$ cat src/rtl/machine_mode_types_1_12_pkg.sv
// Shared types and constants for the machine-mode trap sequencer: FSM states,
// privilege encodings, cause codes and the fixed interrupt priority order.
package machine_mode_types_1_12_pkg;

  typedef enum logic [1:0] {
    ST_IDLE,
    ST_WAIT_CLEAR,
    ST_COMMIT,
    ST_REDIRECT
  } trap_seq_state_t;

  typedef enum logic [1:0] {
    PRIV_U = 2'b00,
    PRIV_S = 2'b01,
    PRIV_M = 2'b11
  } priv_level_t;

  typedef enum logic [1:0] {
    EV_EXC,
    EV_IRQ,
    EV_MRET
  } trap_kind_t;

  localparam logic [3:0] IRQ_SSI = 4'd1;
  localparam logic [3:0] IRQ_MSI = 4'd3;
  localparam logic [3:0] IRQ_STI = 4'd5;
  localparam logic [3:0] IRQ_MTI = 4'd7;
  localparam logic [3:0] IRQ_SEI = 4'd9;
  localparam logic [3:0] IRQ_MEI = 4'd11;

  localparam logic [3:0] EXC_INSTR_MISALIGNED = 4'd0;
  localparam logic [3:0] EXC_ILLEGAL_INSTR    = 4'd2;
  localparam logic [3:0] EXC_BREAKPOINT       = 4'd3;
  localparam logic [3:0] EXC_ECALL_U          = 4'd8;
  localparam logic [3:0] EXC_ECALL_M          = 4'd11;

  // Highest priority first.
  localparam int IRQ_PRIO_DEPTH = 6;
  localparam logic [3:0] IRQ_PRIO_ORDER [IRQ_PRIO_DEPTH] =
    '{IRQ_MEI, IRQ_MSI, IRQ_MTI, IRQ_SEI, IRQ_SSI, IRQ_STI};

endpackage

$ cat src/rtl/priv_1_12_irq_prio.sv
// Combinational interrupt priority encoder over mip & mie. Standard interrupts
// win in architectural order; any other pending line falls back to highest index.
module priv_1_12_irq_prio
  import machine_mode_types_1_12_pkg::*;
#(
  parameter int NUM_IRQ = 12
) (
  input  logic [NUM_IRQ-1:0] i_pending,
  output logic               o_valid,
  output logic [3:0]         o_code
);

  always_comb begin
    o_valid = |i_pending;
    o_code  = 4'd0;
    for (int i = 0; i < NUM_IRQ; i++) begin
      if (i < 16 && i_pending[i]) o_code = 4'(i);
    end
    // Walk from lowest to highest priority so the strongest pending one sticks.
    for (int k = IRQ_PRIO_DEPTH - 1; k >= 0; k--) begin
      if (int'(IRQ_PRIO_ORDER[k]) < NUM_IRQ && i_pending[IRQ_PRIO_ORDER[k]]) begin
        o_code = IRQ_PRIO_ORDER[k];
      end
    end
  end

endmodule

$ cat src/rtl/priv_1_12_trap_sequencer.sv
// Latches one exception/interrupt/mret per episode, waits for the pipeline to
// drain, then strobes the CSR update and the PC redirect. Optional: PRIV_VECTORED_TRAP_EN.
module priv_1_12_trap_sequencer
  import machine_mode_types_1_12_pkg::*;
#(
  parameter int XLEN    = 32,
  parameter int NUM_IRQ = 12
) (
  input  logic               i_clk,
  input  logic               i_rst,
  input  logic               i_exc_valid,
  input  logic [3:0]         i_exc_code,
  input  logic [XLEN-1:0]    i_exc_tval,
  input  logic [XLEN-1:0]    i_epc,
  input  logic [NUM_IRQ-1:0] i_mip,
  input  logic [NUM_IRQ-1:0] i_mie,
  input  logic               i_mstatus_mie,
  input  logic               i_mstatus_mpie,
  input  logic [1:0]         i_mstatus_mpp,
  input  logic [1:0]         i_curr_priv,
  input  logic [XLEN-1:0]    i_mtvec,
  input  logic [XLEN-1:0]    i_mepc_in,
  input  logic               i_mret,
  input  logic               i_pipe_clear,
  output logic               o_busy,
  output logic               o_intr,
  output logic               o_inject_csr,
  output logic [XLEN-1:0]    o_next_mcause,
  output logic [XLEN-1:0]    o_next_mepc,
  output logic [XLEN-1:0]    o_next_mtval,
  output logic               o_next_mie_bit,
  output logic               o_next_mpie,
  output logic [1:0]         o_next_mpp,
  output logic [1:0]         o_next_priv,
  output logic               o_insert_pc,
  output logic [XLEN-1:0]    o_priv_pc
);

  trap_seq_state_t r_state;
  trap_kind_t      r_kind;
  logic            r_busy;
  logic            r_intr;
  logic            r_inject;
  logic            r_insert;
  logic [3:0]      r_code;
  logic [XLEN-1:0] r_epc;
  logic [XLEN-1:0] r_tval;
  logic [XLEN-3:0] r_mepc_in;
  logic            r_mstatus_mie;
  logic            r_mstatus_mpie;
  logic [1:0]      r_mstatus_mpp;
  logic [1:0]      r_curr_priv;
  logic [XLEN-1:0] r_mcause;
  logic [XLEN-1:0] r_mepc;
  logic [XLEN-1:0] r_mtval;
  logic            r_next_mie_bit;
  logic            r_next_mpie;
  logic [1:0]      r_next_mpp;
  logic [1:0]      r_next_priv;
  logic [XLEN-1:0] r_priv_pc;

  logic [NUM_IRQ-1:0] w_pending;
  logic               w_irq_valid;
  logic [3:0]         w_irq_code;
  logic               w_irq_take;
  logic               w_event;
  logic [XLEN-1:0]    w_trap_base;
  logic [XLEN-1:0]    w_trap_pc;

  assign w_pending = i_mip & i_mie;

  priv_1_12_irq_prio #(
    .NUM_IRQ (NUM_IRQ)
  ) u_irq_prio (
    .i_pending (w_pending),
    .o_valid   (w_irq_valid),
    .o_code    (w_irq_code)
  );

  // In M-mode interrupts need mstatus.MIE; lower modes are always interruptible.
  assign w_irq_take  = w_irq_valid && ((i_curr_priv != PRIV_M) || i_mstatus_mie);
  assign w_event     = i_exc_valid || w_irq_take || i_mret;
  assign w_trap_base = {i_mtvec[XLEN-1:2], 2'b00};

`ifdef PRIV_VECTORED_TRAP_EN
  always_comb begin
    w_trap_pc = w_trap_base;
    if (i_mtvec[1:0] == 2'b01 && r_kind == EV_IRQ) begin
      w_trap_pc = w_trap_base + XLEN'({r_code, 2'b00});
    end
  end
`else
  logic w_unused_mtvec_mode;
  assign w_unused_mtvec_mode = ^i_mtvec[1:0];
  assign w_trap_pc = w_trap_base;
`endif

  // Strobes and next_* values are registered, so each appears the cycle after
  // the FSM sits in the state that decides it.
  always_ff @(posedge i_clk) begin
    if (i_rst) begin
      r_state        <= ST_IDLE;
      r_kind         <= EV_EXC;
      r_busy         <= 1'b0;
      r_intr         <= 1'b0;
      r_inject       <= 1'b0;
      r_insert       <= 1'b0;
      r_code         <= '0;
      r_epc          <= '0;
      r_tval         <= '0;
      r_mepc_in      <= '0;
      r_mstatus_mie  <= 1'b0;
      r_mstatus_mpie <= 1'b0;
      r_mstatus_mpp  <= '0;
      r_curr_priv    <= '0;
      r_mcause       <= '0;
      r_mepc         <= '0;
      r_mtval        <= '0;
      r_next_mie_bit <= 1'b0;
      r_next_mpie    <= 1'b0;
      r_next_mpp     <= '0;
      r_next_priv    <= '0;
      r_priv_pc      <= '0;
    end else begin
      r_inject <= 1'b0;
      r_insert <= 1'b0;
      case (r_state)
        ST_IDLE: begin
          if (w_event) begin
            r_state        <= ST_WAIT_CLEAR;
            r_busy         <= 1'b1;
            r_epc          <= i_epc;
            r_mepc_in      <= i_mepc_in[XLEN-1:2];
            r_mstatus_mie  <= i_mstatus_mie;
            r_mstatus_mpie <= i_mstatus_mpie;
            r_mstatus_mpp  <= i_mstatus_mpp;
            r_curr_priv    <= i_curr_priv;
            if (i_exc_valid) begin
              r_kind <= EV_EXC;
              r_intr <= 1'b0;
              r_code <= i_exc_code;
              r_tval <= i_exc_tval;
            end else if (w_irq_take) begin
              r_kind <= EV_IRQ;
              r_intr <= 1'b1;
              r_code <= w_irq_code;
              r_tval <= '0;
            end else begin
              r_kind <= EV_MRET;
              r_intr <= 1'b0;
              r_code <= '0;
              r_tval <= '0;
            end
          end
        end
        ST_WAIT_CLEAR: begin
          if (i_pipe_clear) r_state <= ST_COMMIT;
        end
        ST_COMMIT: begin
          r_state  <= ST_REDIRECT;
          r_inject <= 1'b1;
          if (r_kind == EV_MRET) begin
            r_next_mie_bit <= r_mstatus_mpie;
            r_next_mpie    <= 1'b1;
            r_next_mpp     <= PRIV_U;
            r_next_priv    <= r_mstatus_mpp;
          end else begin
            r_mcause       <= {r_intr, {(XLEN-5){1'b0}}, r_code};
            r_mepc         <= r_epc;
            r_mtval        <= r_tval;
            r_next_mie_bit <= 1'b0;
            r_next_mpie    <= r_mstatus_mie;
            r_next_mpp     <= r_curr_priv;
            r_next_priv    <= PRIV_M;
          end
        end
        ST_REDIRECT: begin
          r_state   <= ST_IDLE;
          r_busy    <= 1'b0;
          r_insert  <= 1'b1;
          r_priv_pc <= (r_kind == EV_MRET) ? {r_mepc_in, 2'b00} : w_trap_pc;
        end
        default: r_state <= ST_IDLE;
      endcase
    end
  end

  assign o_busy         = r_busy;
  assign o_intr         = r_intr;
  assign o_inject_csr   = r_inject;
  assign o_next_mcause  = r_mcause;
  assign o_next_mepc    = r_mepc;
  assign o_next_mtval   = r_mtval;
  assign o_next_mie_bit = r_next_mie_bit;
  assign o_next_mpie    = r_next_mpie;
  assign o_next_mpp     = r_next_mpp;
  assign o_next_priv    = r_next_priv;
  assign o_insert_pc    = r_insert;
  assign o_priv_pc      = r_priv_pc;

endmodule

$ cat config.mk
export PLATFORM = sky130hd
export DESIGN_NAME = priv_1_12_trap_sequencer
export DESIGN_NICKNAME = d
export VERILOG_FILES = /design/src/rtl/machine_mode_types_1_12_pkg.sv /design/src/rtl/priv_1_12_irq_prio.sv /design/src/rtl/priv_1_12_trap_sequencer.sv
export SDC_FILE = /design/constraint.sdc
export NUM_CORES = 1
export LEC_CHECK = 0
export BUFFER_PORTS_ARGS = -buffer_cell sky130_fd_sc_hd__buf_2
export CAP_MARGIN = 20
export CORE_MARGIN = 2
export CORE_UTILIZATION = 42
export CTS_BUF_LIST = sky130_fd_sc_hd__clkbuf_8
export DETAILED_ROUTE_END_ITERATION = 6
export PLACE_DENSITY = 0.7
export SETUP_SLACK_MARGIN = 0.15
export SLEW_MARGIN = 5
export SYNTH_ARGS = -nofsm -noshare
export SYNTH_HDL_FRONTEND = slang
export SYNTH_SLANG_ARGS = --single-unit
$ cat constraint.sdc
create_clock -name i_clk -period 3.7 [get_ports i_clk]
set_input_delay 0.37 -clock i_clk [delete_from_list [all_inputs] [get_ports i_clk]]
set_output_delay 0.37 -clock i_clk [all_outputs]
set_load 0.01 [all_outputs]
# Word-level counts from Yosys, hierarchy flattened
# Index checks and enable logic that the tools add are counted.
# classes
addsub,0
n_div,0
magnitude_cmp,0
muxes,30
shifts,0
bitwise,2
reduce_logical,11
n_eq_ne,7
multipliers,0
# ops
operator,n
$mux 32,2
$mux 4,12
$mux 2,7
$and 12x12->12,1
$reduce_or 12->1,1
$pmux 2 s4,1
$reduce_and 2->1,4
$mux 1,7
$eq 2x2->1 const B,3
$ne 2x2->1 const B,3
$logic_or 1x1->1,3
$eq 2x1->1 const B,1
$logic_not 2->1,1
$pmux 1 s2,1
$reduce_bool 2->1,1
$logic_and 1x1->1,1
$not 1->1,1
# word_totals
wordCells,72
n_memories,0
ram_bits,0
latchBits,0
input_bits,167
mem_bits_ro,0
output_inout_bits,138
regBits,219

# Depth between registers and ports, before layout
# depth
ltp_word,14
ltp_mapped,10
depth_no_buf,6

# Cells and area by module
# Synthesis repeated with hierarchy kept, for this count alone.
# unflattened
hier_cells,997
hier_area_um2,8185.4
# by_module_without_submodules
mod,seq_area_each_um2,cells_per_inst,instances,area_each_um2
priv_1_12_trap_sequencer,4324.1,975,1,8047.7
priv_1_12_irq_prio,0.0,22,1,137.6

# Worst setup path after synthesis
# Ideal clock, no wire load.
# synth_timing
kind,input to register
startpoint,input port i_mip[1]
endpoint,register r_curr_priv[1]
required_ps,3568
setup_ps,132
t_arrival_ps,1831
path_buffers,3
path_stages,9
setup_slack_ps,1737
cell_sequence,a222oi_1 -> nand3_1 -> o31ai_2 -> nor2b_1 -> buf_2 -> buf_4 -> buf_6 -> nand2_1 -> a21oi_1
# synth_via
elab_chain_cells,6
# synth_rtl
element,line,rtl
"start, declared",priv_1_12_trap_sequencer.sv:15,"input logic [NUM_IRQ-1:0] i_mip,"
$and 12x12->12,priv_1_12_trap_sequencer.sv:70,assign w_pending = i_mip & i_mie;
$reduce_or 12->1,priv_1_12_irq_prio.sv:14,o_valid = |i_pending;
$logic_and 1x1->1,priv_1_12_trap_sequencer.sv:81,assign w_irq_take = w_irq_valid && ((i_curr_priv != PRIV_M) || i_mstatus_mie);
$logic_or 1x1->1 (2 in series),priv_1_12_trap_sequencer.sv:82,assign w_event = i_exc_valid || w_irq_take || i_mret;
$reduce_and 2->1 (no line),n/a,
"end signal, assigned",priv_1_12_trap_sequencer.sv:137,r_curr_priv <= i_curr_priv;
"end, declared",priv_1_12_trap_sequencer.sv:52,logic [1:0] r_curr_priv;
# No other way between the ends.
# A chain may end at the register's enable or synchronous reset.

# Worst setup path in the final report
# layout_timing
startpoint,input port i_mip[1]
endpoint,register r_mepc_in[27]
# layout_via
elab_chain_cells,6
# layout_rtl
element,line,rtl
$and 12x12->12,priv_1_12_trap_sequencer.sv:70,
$reduce_or 12->1,priv_1_12_irq_prio.sv:14,
$logic_and 1x1->1,priv_1_12_trap_sequencer.sv:81,
$logic_or 1x1->1 (2 in series),priv_1_12_trap_sequencer.sv:82,
$reduce_and 2->1 (no line),n/a,
"end signal, assigned",priv_1_12_trap_sequencer.sv:133,r_mepc_in <= i_mepc_in[XLEN-1:2];
"end, declared",priv_1_12_trap_sequencer.sv:48,logic [XLEN-3:0] r_mepc_in;
# No other way between the ends.

==> impl_metrics.env <==
export IMPL_status="completed"
export IMPL_fin_worst_skew_ps=6.82
export IMPL_detailroute_via_count=7263
export IMPL_synth_area_leaders="sky130_fd_sc_hd__dfxtp_1, sky130_fd_sc_hd__nand2_1, sky130_fd_sc_hd__a21oi_1"
export IMPL_routed_wire_length_per_instance_um=14.3
export IMPL_yosys_cell_count_top_type="sky130_fd_sc_hd__nand2_1"
export IMPL_max_slew_margin_rel_pct=41.6
export IMPL_tritoncts="done"
export IMPL_clkSinkCount=216
export IMPL_first_global_vias=6681
export IMPL_powerDensity_nw_per_um2=720
export IMPL_fin_setup_tns_ps=0
export IMPL_placement_cell_area_um2=9440
export IMPL_async_reset_ff_share_pct=0
export IMPL_startpoint_types="input pin"
export IMPL_hold_depth=2
export IMPL_final_layout_size_suffix_gt1_share_pct=27.7
export IMPL_avgSynthCellArea_um2=8.29
export IMPL_gr_usage_all_layers_pct=20.3
export IMPL_hold_viol_final=0
export IMPL_post_cts_repair_setup_buffers=0
export IMPL_wirelength_mm=21.6
export IMPL_worstSkewPairLatency_ps=510
export IMPL_worst_r2r_setup_slack_ps=1480
export IMPL_ctsResizeCount=0
export IMPL_antenna_found_initial=2
export IMPL_timing_critical_path_to="r_mepc_in[27]"
export IMPL_tritoncts_num_buffers=37
export IMPL_route_antenna_remaining_nets=0
export IMPL_wire_length_of_the_first_global_routing_pass_mm=33.4
export IMPL_gp_congestion=0.841
export IMPL_netlist_instances=982
export IMPL_final_setup_viols=0
export IMPL_max_fclk_ghz=0.428
export IMPL_endpoint_type_of_the_worst_setup_path="flop"
export IMPL_cts_htree_levels=2
export IMPL_synth_seq_cells=216
export IMPL_cts_hold_buffers=0
export IMPL_synthDominantCellAreaShare_pct=53.1
export IMPL_floorplan_die_area_um2=20500
export IMPL_synth_edf_count=0
export IMPL_final_period_minus_worst_setup_slack_ps=2340
export IMPL_dominantRegCellSynth="sky130_fd_sc_hd__dfxtp_1"
export IMPL_worst_r2r_src="r_kind[0]"
export IMPL_placement_rows=50
export IMPL_finalInstanceArea_um2=10200
export IMPL_sequential_fraction_of_the_synthesis_area_pct=53.1
export IMPL_nets=1396
export IMPL_dp_hpwl_mm=13.9
export IMPL_p_leak_nw=4.56
export IMPL_reg2regPathDepth=5
export IMPL_worstReg2RegEnd="o_next_mepc[7]"
export IMPL_drtPass1Iterations=5
export IMPL_critical_path_startpoint="i_mip[1]"
export IMPL_required_time_worst_endpoint_ps=4130
export IMPL_grt_overflow_total=0
export IMPL_vias_per_cell=4.80
export IMPL_largest_net_degree_at_the_start_of_global_routing=84
export IMPL_sequential_cell_area_um2=4320
export IMPL_synth_cell_type_count=36
export IMPL_drcViolationCount=0
export IMPL_syn_area_um2=8140
export IMPL_fillers=1835
export IMPL_transition_time_of_the_tightest_slew_check_pin_ps=876
export IMPL_portBuffers=271
export IMPL_synth_warnings=0
export IMPL_finalCritPeriodShare_pct=63.2
export IMPL_synth_area_leader_cell="sky130_fd_sc_hd__dfxtp_1"
export IMPL_vdd_drop_max_uv=423
export IMPL_initial_utilization_pct=43.2
export IMPL_critPathKind="input pin to flop"
export IMPL_grt_setup_unrepaired="false"
export IMPL_detailedRoute_firstIterationViolations=310
export IMPL_crit_path_max_fanout=27
export IMPL_clk_pin_slew_worst_paths_ps=60
export IMPL_crit_arrival_ps=2770
export IMPL_cts_root_buf="sky130_fd_sc_hd__clkbuf_8"
export IMPL_final_max_slew_viol_count=0
export IMPL_area_growth_syn_to_layout_pct=25.8
export IMPL_synth_top_cells_by_count="sky130_fd_sc_hd__nand2_1, sky130_fd_sc_hd__dfxtp_1, sky130_fd_sc_hd__a21oi_1"
export IMPL_die_height_um=143
export IMPL_hold_class="input pin to flop"
export IMPL_final_cell_count_no_fill=1514
export IMPL_postLayoutCoreUtil_pct=54.3
export IMPL_number_of_placed_instances_taps_included=1445
export IMPL_cts_path_max_buffers=3
export IMPL_fp_dieW_um=143
export IMPL_design_core_area_um2=18800
export IMPL_design_portCount=305
export IMPL_drv_max_cap_violation_count=0
export IMPL_area_of_the_multi_input_gates_um2=3310
## per-stage QoR
step | setup slack [ps] | hold WS (ps) | power [mW]
2_1_floorplan | 1740 | 432 | 4.67
3_3_place_gp | 847 | 436 | 5.19
3_5_place_dp | 848 | 442 | 5.24
4_1_cts | 1380 | 36.4 | 7.48
5_1_grt | 1160 | 43.6 | 7.85
6_report | 1360 | 68.1 | 7.37
## kinds of logic after synthesis
group / share of synthesized area (%)
buffers and inverters: 7.80
DFF: 53.1
AOI/OAI and AO/OA: 18.1
other: 0.0461
adders and majority gates: 0.769
muxes: 0.123
and+or+nand+nor: 20.0
## placed cells by master (no fill, tap or decap), drive strengths merged, types with 7 or more instances in the layout
cell type / synthesis / final
a311oi: 30 / 30
clkbuf: 53 / 47
dfxtp: 216 / 216
buf: 53 / 281
nand2: 347 / 347
a211oi: 8 / 8
inv: 3 / 15
nor2: 50 / 50
conb: 1 / 29
a22oi: 7 / 7
a21oi: 142 / 142
a22o: 33 / 33
## state kept, by name, indices dropped and copies added (netlist names), 2 cells and up
register / flops
r_mepc_in: 30
o_next_mtval: 32
o_next_priv: 2
r_kind: 2
r_curr_priv: 2
r_epc: 32
r_mstatus_mpp: 2
o_next_mpp: 2
o_next_mepc: 32
o_next_mcause: 5
r_code: 4
r_state: 2
o_priv_pc: 30
r_tval: 32
## worst max-delay path, cell delays in order
cell and delay [ps]:
sky130_fd_sc_hd__buf_2 110, sky130_fd_sc_hd__a222oi_1 420, sky130_fd_sc_hd__nand3_1 270, sky130_fd_sc_hd__o31ai_2 510, sky130_fd_sc_hd__nand2b_2 590, sky130_fd_sc_hd__buf_12 260
sky130_fd_sc_hd__nand2_1 70, sky130_fd_sc_hd__a21oi_1 150
## how the worst min path moves through the flow
stage | startpoint | end
floorplan | r_epc[0] | o_next_mepc[0]
CTS | i_exc_tval[3] | r_tval[3]
detailed placement | r_epc[1] | o_next_mepc[1]
finish | i_exc_tval[15] | r_tval[15]
global placement | r_epc[25] | o_next_mepc[25]
global route | i_exc_tval[14] | r_tval[14]
## report_power, final
part | total (mW) | switching, mW | internal (mW) | leakage (nW)
registers | 3.02 | 0.224 | 2.79 | 1.76
clock network | 2.22 | 0.938 | 1.28 | 0.442
logic | 2.13 | 1.41 | 0.720 | 2.36
total | 7.37 | 2.58 | 4.79 | 4.56
## final cells by class
type / instances / area share, %
sequential: 216 / 42.3
multi-input combinational: 685 / 32.3
tap: 260 / 3.18
clock inverter: 19 / 1.32
clock buffer: 47 / 6.32
antenna: 3 / 0.0734
inverter: 3 / 0.110
timing repair buffer: 281 / 14.4
## per-layer routing
layer  GRT usage (%)  vias to the layer above  wire [um]
li1                -                     3701          -
met1            24.4                     3268       9000
met2            33.4                      244      10200
met3            6.27                       50       1820
met4            8.70                        0        653
met5               0                        -          0
Power figures use the tool's default switching activity.
